`config.mk`:
```
export PLATFORM = sky130hd
export DESIGN_NAME = counter_modn
export DESIGN_NICKNAME = d
export VERILOG_FILES = /design/src/rtl/counter_modn.sv
export SDC_FILE = /design/constraint.sdc
export NUM_CORES = 1
export LEC_CHECK = 0
export CORE_AREA = 2 2 39 41
export CTS_CLUSTER_SIZE = 28
export DETAILED_ROUTE_END_ITERATION = 10
export DIE_AREA = 0 0 41 43
export SYNTH_ARGS = -nofsm -noshare
export SYNTH_HDL_FRONTEND = slang
export SYNTH_SLANG_ARGS = --single-unit
```
`constraint.sdc`:
```
create_clock -name clk -period 2.25 [get_ports clk]
set_input_delay 0.225 -clock clk [delete_from_list [all_inputs] [get_ports clk]]
set_output_delay 0.225 -clock clk [all_outputs]
set_load 0.02 [all_outputs]
```
`src/rtl/counter_modn.sv`:
```
// Parametrised modulo-MOD up/down counter with load/clear, wrap or one-shot mode and a cascade carry chain.
// Optional step prescaler enabled by defining COUNTER_MODN_PRESCALE_EN.
module counter_modn #(
  parameter int     WIDTH    = 4,
  parameter longint MOD      = 10,
  parameter int     PRESCALE = 1
) (
  input  logic             clk,
  input  logic             rstn,
  input  logic             en,
  input  logic             cin,
  input  logic             up_dn,
  input  logic             mode,
  input  logic             clr,
  input  logic             load,
  input  logic [WIDTH-1:0] load_val,
  output logic [WIDTH-1:0] cnt,
  output logic             cout,
  output logic             done
);

  localparam logic [WIDTH-1:0] MAX_VAL = WIDTH'(MOD - 1);

  if (WIDTH < 1 || WIDTH > 32 || MOD < 2 || MOD > (longint'(1) << WIDTH) ||
      PRESCALE < 1 || PRESCALE > 65535) begin : g_bad_param
    $error("counter_modn: parameter out of legal range");
  end

  logic             tick;
  logic             step;
  logic             at_term;
  logic [WIDTH-1:0] term;

  function automatic logic [WIDTH-1:0] wrap_step(input logic [WIDTH-1:0] v, input logic up);
    if (up) return (v == MAX_VAL) ? '0 : v + 1'b1;
    else    return (v == '0) ? MAX_VAL : v - 1'b1;
  endfunction

  function automatic logic [WIDTH-1:0] clamp(input logic [WIDTH-1:0] v);
    return (v > MAX_VAL) ? MAX_VAL : v;
  endfunction

`ifdef COUNTER_MODN_PRESCALE_EN
  localparam int PW = (PRESCALE > 1) ? $clog2(PRESCALE) : 1;
  logic [PW-1:0] p;

  assign tick = (p == PW'(PRESCALE - 1));

  // prescaler only advances while the stage itself is enabled
  always_ff @(posedge clk) begin
    if (!rstn)          p <= '0;
    else if (clr | load) p <= '0;
    else if (en & cin)  p <= tick ? '0 : p + 1'b1;
  end
`else
  assign tick = 1'b1;
`endif

  assign step    = en & cin & tick;
  assign term    = up_dn ? MAX_VAL : '0;
  assign at_term = (cnt == term);
  // Combinational so a whole cascade advances on the same edge
  assign cout    = rstn & step & at_term & ~done;

  always_ff @(posedge clk) begin
    if (!rstn) begin
      cnt  <= '0;
      done <= 1'b0;
    end else if (clr) begin
      cnt  <= '0;
      done <= 1'b0;
    end else if (load) begin
      cnt  <= clamp(load_val);
      done <= 1'b0;
    end else if (step) begin
      // one-shot: hold at terminal and latch done; once done, stay frozen
      if (mode && (done || at_term)) done <= 1'b1;
      else                           cnt  <= wrap_step(cnt, up_dn);
    end
  end

endmodule
```
# After elaboration in Yosys (flattened, before gate mapping)

Cells that the tools add are included.

Logic and storage cells: 30
Bits in read-only memories: 0
Register bits: 5
RAM bits: 0
Latch bits: 0
Memories: 0
Bits of input ports: 12
Output and inout bits: 6

Bitwise logic cells: 6
Add/sub/neg operators: 2
Shifts and indexed selects: 0
Magnitude comparators: 1
Equality and inequality tests: 3
Div/mod/pow operators: 0
Reduce and logical (&&, ||, !) cells: 8
Muxes and demuxes: 8
Multipliers: 0

Operators by type and width:

| operator            | number |
|---|---|
| $mux 4              | 8 |
| $add 4x1->4 const B | 1 |
| $and 1x1->1         | 4 |
| $eq 4x4->1          | 1 |
| $eq 4x4->1 const B  | 1 |
| $gt 4x4->1 const B  | 1 |
| $logic_not 4->1     | 1 |
| $reduce_and 2->1    | 2 |
| $sub 4x1->4 const B | 1 |
| $reduce_or 3->1     | 1 |
| $ne 2x2->1 const B  | 1 |
| $not 1->1           | 2 |
| $reduce_bool 2->1   | 1 |
| $reduce_or 2->1     | 1 |
| $logic_and 1x1->1   | 1 |
| $logic_or 1x1->1    | 1 |

# Depth between registers and ports, before layout

Gate-level depths: netlist (run 1).

Word-level depth: 7
Gate-level depth with buffers: 6

# Worst setup path before layout (run 1)

No wires, ideal clock.

Path type: register to register
Start: register cnt[3]
End: register cnt[0]
Path buffers: 1
Stages on the path, launching flop included: 7
Slack: 682 ps
Arrival time: 1452 ps
Cell sequence: dfxtp_1 buf_6 or3_4 nand2_4 a31oi_4 xor2_1 o211a_1

Word-level cells in the longest chain between the ends: 6
Elaborated cells between the ends (all ways): 13
Classes of those cells: eq/ne (3); mux (6); reduce/logical (4)

RTL lines:

| item                                                 | line   | RTL |
|---|---|---|
| start, declared                                      | 17     | `output logic [WIDTH-1:0] cnt,` |
| start signal, assigned                               | 73     | `cnt <= clamp(load_val);` |
| start signal, assigned                               | 78     | `else cnt <= wrap_step(cnt, up_dn);` |
| $eq 4x4->1 / $logic_not 4->1 (equally long branches) | 35, 36 |  |
| $mux 4 (on tied branches)                            | 35, 36 |  |
| $mux 4                                               | 35     | `if (up) return (v == MAX_VAL) ? '0 : v + 1'b1;` |
| $mux 4                                               | 77     | `if (mode && (done \|\| at_term)) done <= 1'b1;` |
| $mux 4                                               | 75     | `end else if (step) begin` |
| $mux 4                                               | 72     | `end else if (load) begin` |

Several ways; a longest one is shown, not always the timed one. The select of a mux whose other input is x is not followed.
A chain may end at the register's enable or synchronous reset.

# Worst setup path in the final report (run 1)

Start: register cnt[3]
End: output port cout

Word-level cells in the longest chain between the ends: 3

RTL lines:

| item                      | line | RTL |
|---|---|---|
| $eq 4x4->1                | 61   | `assign at_term = (cnt == term);` |
| $and 1x1->1 (2 in series) | 63   | `assign cout = rstn & step & at_term & ~done;` |
| end, declared             | 18   | `output logic cout,` |

Every way passes these cells.

==> metrics.txt, run 1 <==
core area=around 0.0014 mm^2; Non-Filler Cell Area, Final=662 um^2; number of synthesized flops with an enable pin=0; Setup Buffers After CTS=0; num rows=14; Yosys cell types=29; clock slew at reported path FFs=0.04 ns; Die Area=0.00176 mm^2; IO Pins=18; WP data required=approximately 2 ns; leak pwr=around 0.26 nW; first-pass GRT wire length=about 1700 um; hold path depth=2; Psw=approximately 0.072 mW; clock buffer count from CTS=3; XOR/XNOR Fraction of Synth Area=0.0585; synthesized netlist cell count=56; RSZ-0062 raised after global routing=no; Die Y=around 43 um; root buffer selected by CTS=clkbuf_4; critical path type=reg -> out; drt wl/cell=10.2 um; DRC=0; clock power share=0.370; Worst-Margin Slew=~0.32 ns; largest family of logic cells by synthesized area=simple AND/OR/NAND/NOR gates; crit-path cells=or3_4, nand2_4, and4b_1, dlymetal6s2s_1; Logic pwr share=0.279; Post-Syn Area=about 450 um^2; syn avg cell area=roughly 8.0 um^2; initial antenna violation count=0; internal power=about 0.2 mW; CP Launch Point=cnt[3]$_SDFFE_PP0P_; hold path start=done$_SDFFE_PP0P_; R2R Path Start=cnt[3]$_SDFFE_PP0P_; DIE WIDTH=41 um; CTS Sinks=5; GPL Wtd Cong=around 0.63; Post-DP HPWL=~760 um; setup_tns=0 ns; crit-path max cell delay=0.43 ns; Post-Synth Simple-Gate Area=0.340; total power=between 0.2 and 0.3 mW; Worst Hold Class=reg -> reg; post-synthesis mux area share=0.0891; Worst IR Drop VDD=roughly 0.00023 V; Synth Area in Compound Gates=0.226; clk buf depth=2; Worst Setup End Kind=output port; Tot GR Track Use=0.145; synth cell count leaders=5 x dfxtp_1, 5 x nand3_1, 4 x mux2i_1, 4 x nand2_1, 4 x o21ai_0; MaxCap Viol Count=0; Yosys reg bits=5; Async SR Flop Fraction=0; starting density of the core=0.325; Routed WL=approximately 930 um; top post-synthesis cells by area=dfxtp_1 22%, mux2i_1 8.9%, nand3_1 5.6%, a31oi_4 4.7%, and4b_1 4.5%; syn_nets=68; Antenna Cells=0; NumNets Final=88; Synth Area in Adders=0; sequential area share after synthesis=0.223; Worst Path Buf+Inv=1; vias=between 400 and 500; status=completed; fin cells=91; Hold Worst Slack=~0.53 ns; Power Density=a little over 400 mW/mm^2; Syn-to-layout area delta=47.4%; # setup viols final=0; largest net degree at the start of global routing=12; endpoints failing hold=0; Util after Layout=0.478; number of global-route vias before repair=398; sequential fraction of design power=0.351; Crit Path Max Fanout=11; worst-path cell with the longest stage delay=or3_4; post-route worst setup slack=between 0.4 and 0.5 ns; Worst Skew=~0.0019 ns; critical path arrival=between 1.5 and 2 ns; Slew HR=0.783; Synth top area share=0.223; period utilization=0.792; placed insts=87; antenna-violating nets left=0; cts-stage hold buffer count=0; initial DRC count=10; DR vias/cell=roughly 5.2; layout cell share with drive strength beyond 1=0.120; Worst setup SP type=register; R2R depth=5; Worst Hold End=done$_SDFFE_PP0P_; CTS tree=built; dominant synthesized flop cell=dfxtp_1; Port Buf Inserts=17; reg-to-reg critical path endpoint=cnt[0]$_SDFFE_PP0P_; switch share=0.262; GRT overflow=0; First-pass DRT Iterations=4; Top delay family on crit path=simple AND/OR/NAND/NOR gates; H-tree depth=1; worst skew pair latency=about 0.24 ns; fmax=about 560 MHz; dpl cell area=about 630 um^2; warnings from Yosys=0; Max Slew Vio Count=0; pre-CTS WS=0.124 ns; R2R Setup Slk=around 0.7 ns; minimum clock period=around 1.8 ns; post-synth top area cell=dfxtp_1
[final cells by class]
cell class	count	area (um^2)
tap	16	20.0
timing repair buffer	20	195
multi-input combinational	46	320
clock buffer	4	26.3
fill	149	722
sequential	5	100
[cells in the final DEF (no fill, tap or decap)]
master           Yosys  final
o21ai_1              3      3
or3_4                1      1
nand2b_1             1      1
or3_1                1      1
nor2_1               3      3
xnor2_1              1      1
dlymetal6s2s_1       0      1
nand2_1              4      4
clkbuf_1             2      1
nand3_1              5      5
o21ai_0              4      4
and3_1               1      1
o211a_1              1      1
a31oi_1              1      1
a21boi_0             1      1
nor2b_1              3      3
o221ai_1             1      1
a21oi_1              1      1
nand2_4              1      1
mux2i_1              4      4
nor4_1               1      1
xor2_1               2      2
nand3b_1             1      1
or2b_1               1      1
dfxtp_1              5      5
clkbuf_4             0      3
a31oi_4              1      1
clkdlybuf4s50_1      0     16
buf_4                0      3
and4b_1              2      2
o211ai_1             1      1
[cell families (layout without fill, tap and decap cells)]
family | after synthesis | in the layout
buffers and inverters | 5 | 24
xor gates and xnor gates | 3 | 3
AOI/OAI and AO/OA | 14 | 14
and+or+nand+nor | 25 | 25
muxes | 4 | 4
DFF | 5 | 5
[worst register-to-register path, stage by stage, from the launching register on]
cell and delay (ns):
dfxtp_1 0.40, or3_4 0.43, nand2_4 0.09, a31oi_4 0.13
xor2_1 0.17, o211a_1 0.21
[power groups by stage]
stage	sequential, mW	combinational [mW]	clock, mW
after global routing	0.0970	0.0848	0.119
after detailed placement	0.0981	0.0774	0
after CTS	0.0965	0.0777	0.107
final	0.0965	0.0767	0.102
after floorplan	0.0982	0.0430	0
after global placement	0.0980	0.0767	0
[worst max-delay path by stage]
stage,endpoint,slack (ns),cells after the start
2_1_floorplan,cnt[0]$_SDFFE_PP0P_,0.68,6
3_3_place_gp,cout,0.14,5
3_5_place_dp,cout,0.12,5
4_1_cts,cout,0.06,4
5_1_grt,cout,0.37,4
6_report,cout,0.47,4
[timing repair]
item                       CTS  global route
resized for setup            0             1
setup endpoints to repair    0             1
hold endpoints to repair     0             0
[routing by layer]
layer | vias up | GRT usage | routed length [um]
li1 | 246 | - | -
met4 | 0 | 0.100 | 8
met1 | 212 | 0.186 | 447
met3 | 2 | 0.0628 | 38
met2 | 11 | 0.184 | 438
met5 | - | 0 | 0
[state kept, by name (all words and copies together) (netlist names)]
signal	cells
done	1
cnt	4
Power figures use the tool's default switching activity.
==> inputs of run 2 (changes only) <==
- PLACE_DENSITY: not set -> 0.67
- clock period: 2.25 -> 1.6 ns (I/O delays scaled with it)
==> run 2 against run 1 <==
Against the previous run: clock skew is 0.0016 ns higher; largest power group unchanged; final area is 7.6% higher; critical path depth stayed put; first-iteration DRC count is 50% lower.
==> metrics.txt, run 2 (synthesized netlist as in run 1, its figures left out) <==
pre-CTS WS=-0.360 ns (-0.484 ns); # setup viols final=0 (unchanged); IO Pins=18 (unchanged); H-tree depth=1 (unchanged); hold path start=load_val[2]; Crit Path Max Fanout=3 (-8); first-pass GRT wire length=1640 um (-2.4%); Syn-to-layout area delta=58.5%; initial DRC count=5 (-5); DR vias/cell=4.91 (-5.2%); DRC=0 (unchanged); Util after Layout=0.514 (+0.0362); period utilization=0.951; reg-to-reg critical path endpoint=cnt[2]$_SDFFE_PP0P_; Worst-Margin Slew=0.273 ns (-0.0522 ns); clock buffer count from CTS=3 (unchanged); Worst setup SP type=register; CTS Sinks=5 (unchanged); Slew HR=0.818 (+0.0347); Post-DP HPWL=773 um (+2.4%); R2R Path Start=cnt[0]$_SDFFE_PP0P_; CP Launch Point=cnt[3]$_SDFFE_PP0P_; MaxCap Viol Count=0 (unchanged); CTS tree=built; Max Slew Vio Count=0 (unchanged); Worst Setup End Kind=output port; WP data required=1.44 ns (-0.59 ns); clock slew at reported path FFs=0.04 ns (about the same); Port Buf Inserts=17 (unchanged); vias=471 (unchanged); First-pass DRT Iterations=2 (-2); clk buf depth=2 (unchanged); R2R Setup Slk=0.10 ns (-0.61 ns); Die Area=0.00176 mm^2 (unchanged); GRT overflow=0 (unchanged); R2R depth=7 (+2); DIE WIDTH=41 um (unchanged); endpoints failing hold=0 (unchanged); num rows=14 (unchanged); Routed WL=969 um (+4.0%); drt wl/cell=10.1 um (-1.4%); NumNets Final=93 (+5.7%); starting density of the core=0.325 (unchanged); Worst Skew=0.00348 ns (+0.00158 ns); RSZ-0062 raised after global routing=no; commonest non-fill, non-tap cell in the layout=clkdlybuf4s50_1; cts-stage hold buffer count=0 (unchanged); GPL Wtd Cong=0.653 (+4.2%); Top Registers=cnt x4, done x1; status=completed; antenna-violating nets left=0 (unchanged); Most flops, register=cnt; Filler cells=144 (-3.4%); minimum clock period=1.52 ns; fmax=roughly 660 MHz; number of global-route vias before repair=424 (+6.5%); core area=0.00138 mm^2 (unchanged); Tot GR Track Use=0.136 (-0.00890); initial antenna violation count=0 (unchanged); critical path type=reg -> out; Setup crit end=cout; dpl cell area=683 um^2 (+7.9%); worst skew pair latency=0.24 ns (about the same); Non-Filler Cell Area, Final=712 um^2 (+7.6%); Worst Hold Class=in -> reg; root buffer selected by CTS=clkbuf_4; post-route worst setup slack=0.0779 ns (-0.391 ns); total power=0.399 mW (+45%); most frequent cells in the layout=15 x clkdlybuf4s50_1, 6 x buf_4, 5 x nand3_1, 5 x dfxtp_1; max reg flops=4 (unchanged); Antenna Cells=0 (unchanged); leak pwr=0.282 nW (+7.3%); Die Y=43 um (unchanged); largest net degree at the start of global routing=11 (-1); Power Density=561 mW/mm^2 (+35%); critical path arrival=1.36 ns (-0.20 ns); Worst IR Drop VDD=0.000309 V (+35%); layout cell share with drive strength beyond 1=0.200 (+0.0800)
==> run 2: cell count changes in the layout (fill, tap and decap cells not counted) <==
cell	change
buf_12	+1
buf_2	+1
buf_4	+3
buf_6	+1
clkdlybuf4s50_1	-1
dlygate4sd2_1	+1
dlymetal6s2s_1	-1
or3_1	-1
or3_4	+1
==> run 2: critical path, cell delays in order, from the launching register on <==
cell     delay, ns
dfxtp_1       0.30
or3_4         0.39
nand2_4       0.10
and4b_1       0.18
buf_2         0.16
==> run 2: power by group <==
group          total [mW]  internal [mW]  switching [mW]
clock network       0.141         0.0940          0.0471
registers           0.131          0.129         0.00204
logic               0.127         0.0738          0.0534
==> run 2: how the worst min path moves through the flow <==
| stage | depth (start not counted) | endpoint | slack (ns) |
|---|---|---|---|
| after floorplan | 2 | cnt[1]$_SDFFE_PP0P_ | 0.27 |
| after global placement | 2 | done$_SDFFE_PP0P_ | 0.53 |
| after detailed placement | 2 | done$_SDFFE_PP0P_ | 0.52 |
| after CTS | 3 | cnt[2]$_SDFFE_PP0P_ | 0.50 |
| after global routing | 3 | cnt[2]$_SDFFE_PP0P_ | 0.51 |
| final | 3 | cnt[2]$_SDFFE_PP0P_ | 0.50 |
==> run 2: layout make-up <==
class	instances	area (um^2)	share of cell area
multi-input combinational	46	325	0.457
timing repair buffer	25	240	0.337
sequential	5	100	0.141
clock buffer	4	26.3	0.0369
tap	16	20.0	0.0281
==> run 2: metrics by stage <==
stage          hold WS [ns]  std cells  setup TNS, ns
2_1_floorplan         0.275         56              0
3_3_place_gp          0.529         92         -0.563
3_5_place_dp          0.523         92         -0.605
4_1_cts               0.497         96              0
5_1_grt               0.513         96              0
6_report              0.497         96              0
==> run 2: repair_timing <==
item	CTS	global route
endpoints found under the setup margin	2	1
resized for setup	5	2
setup buffers	0	0
pin swaps	0	0
==> run 2: metal layers <==
| metal | global-route usage | up-vias | routed length (um) |
|---|---|---|---|
| met5 | 0 | - | 0 |
| met4 | 0.0800 | 0 | 9 |
| met2 | 0.194 | 8 | 442 |
| li1 | - | 254 | - |
| met3 | 0.0314 | 2 | 29 |
| met1 | 0.177 | 207 | 487 |
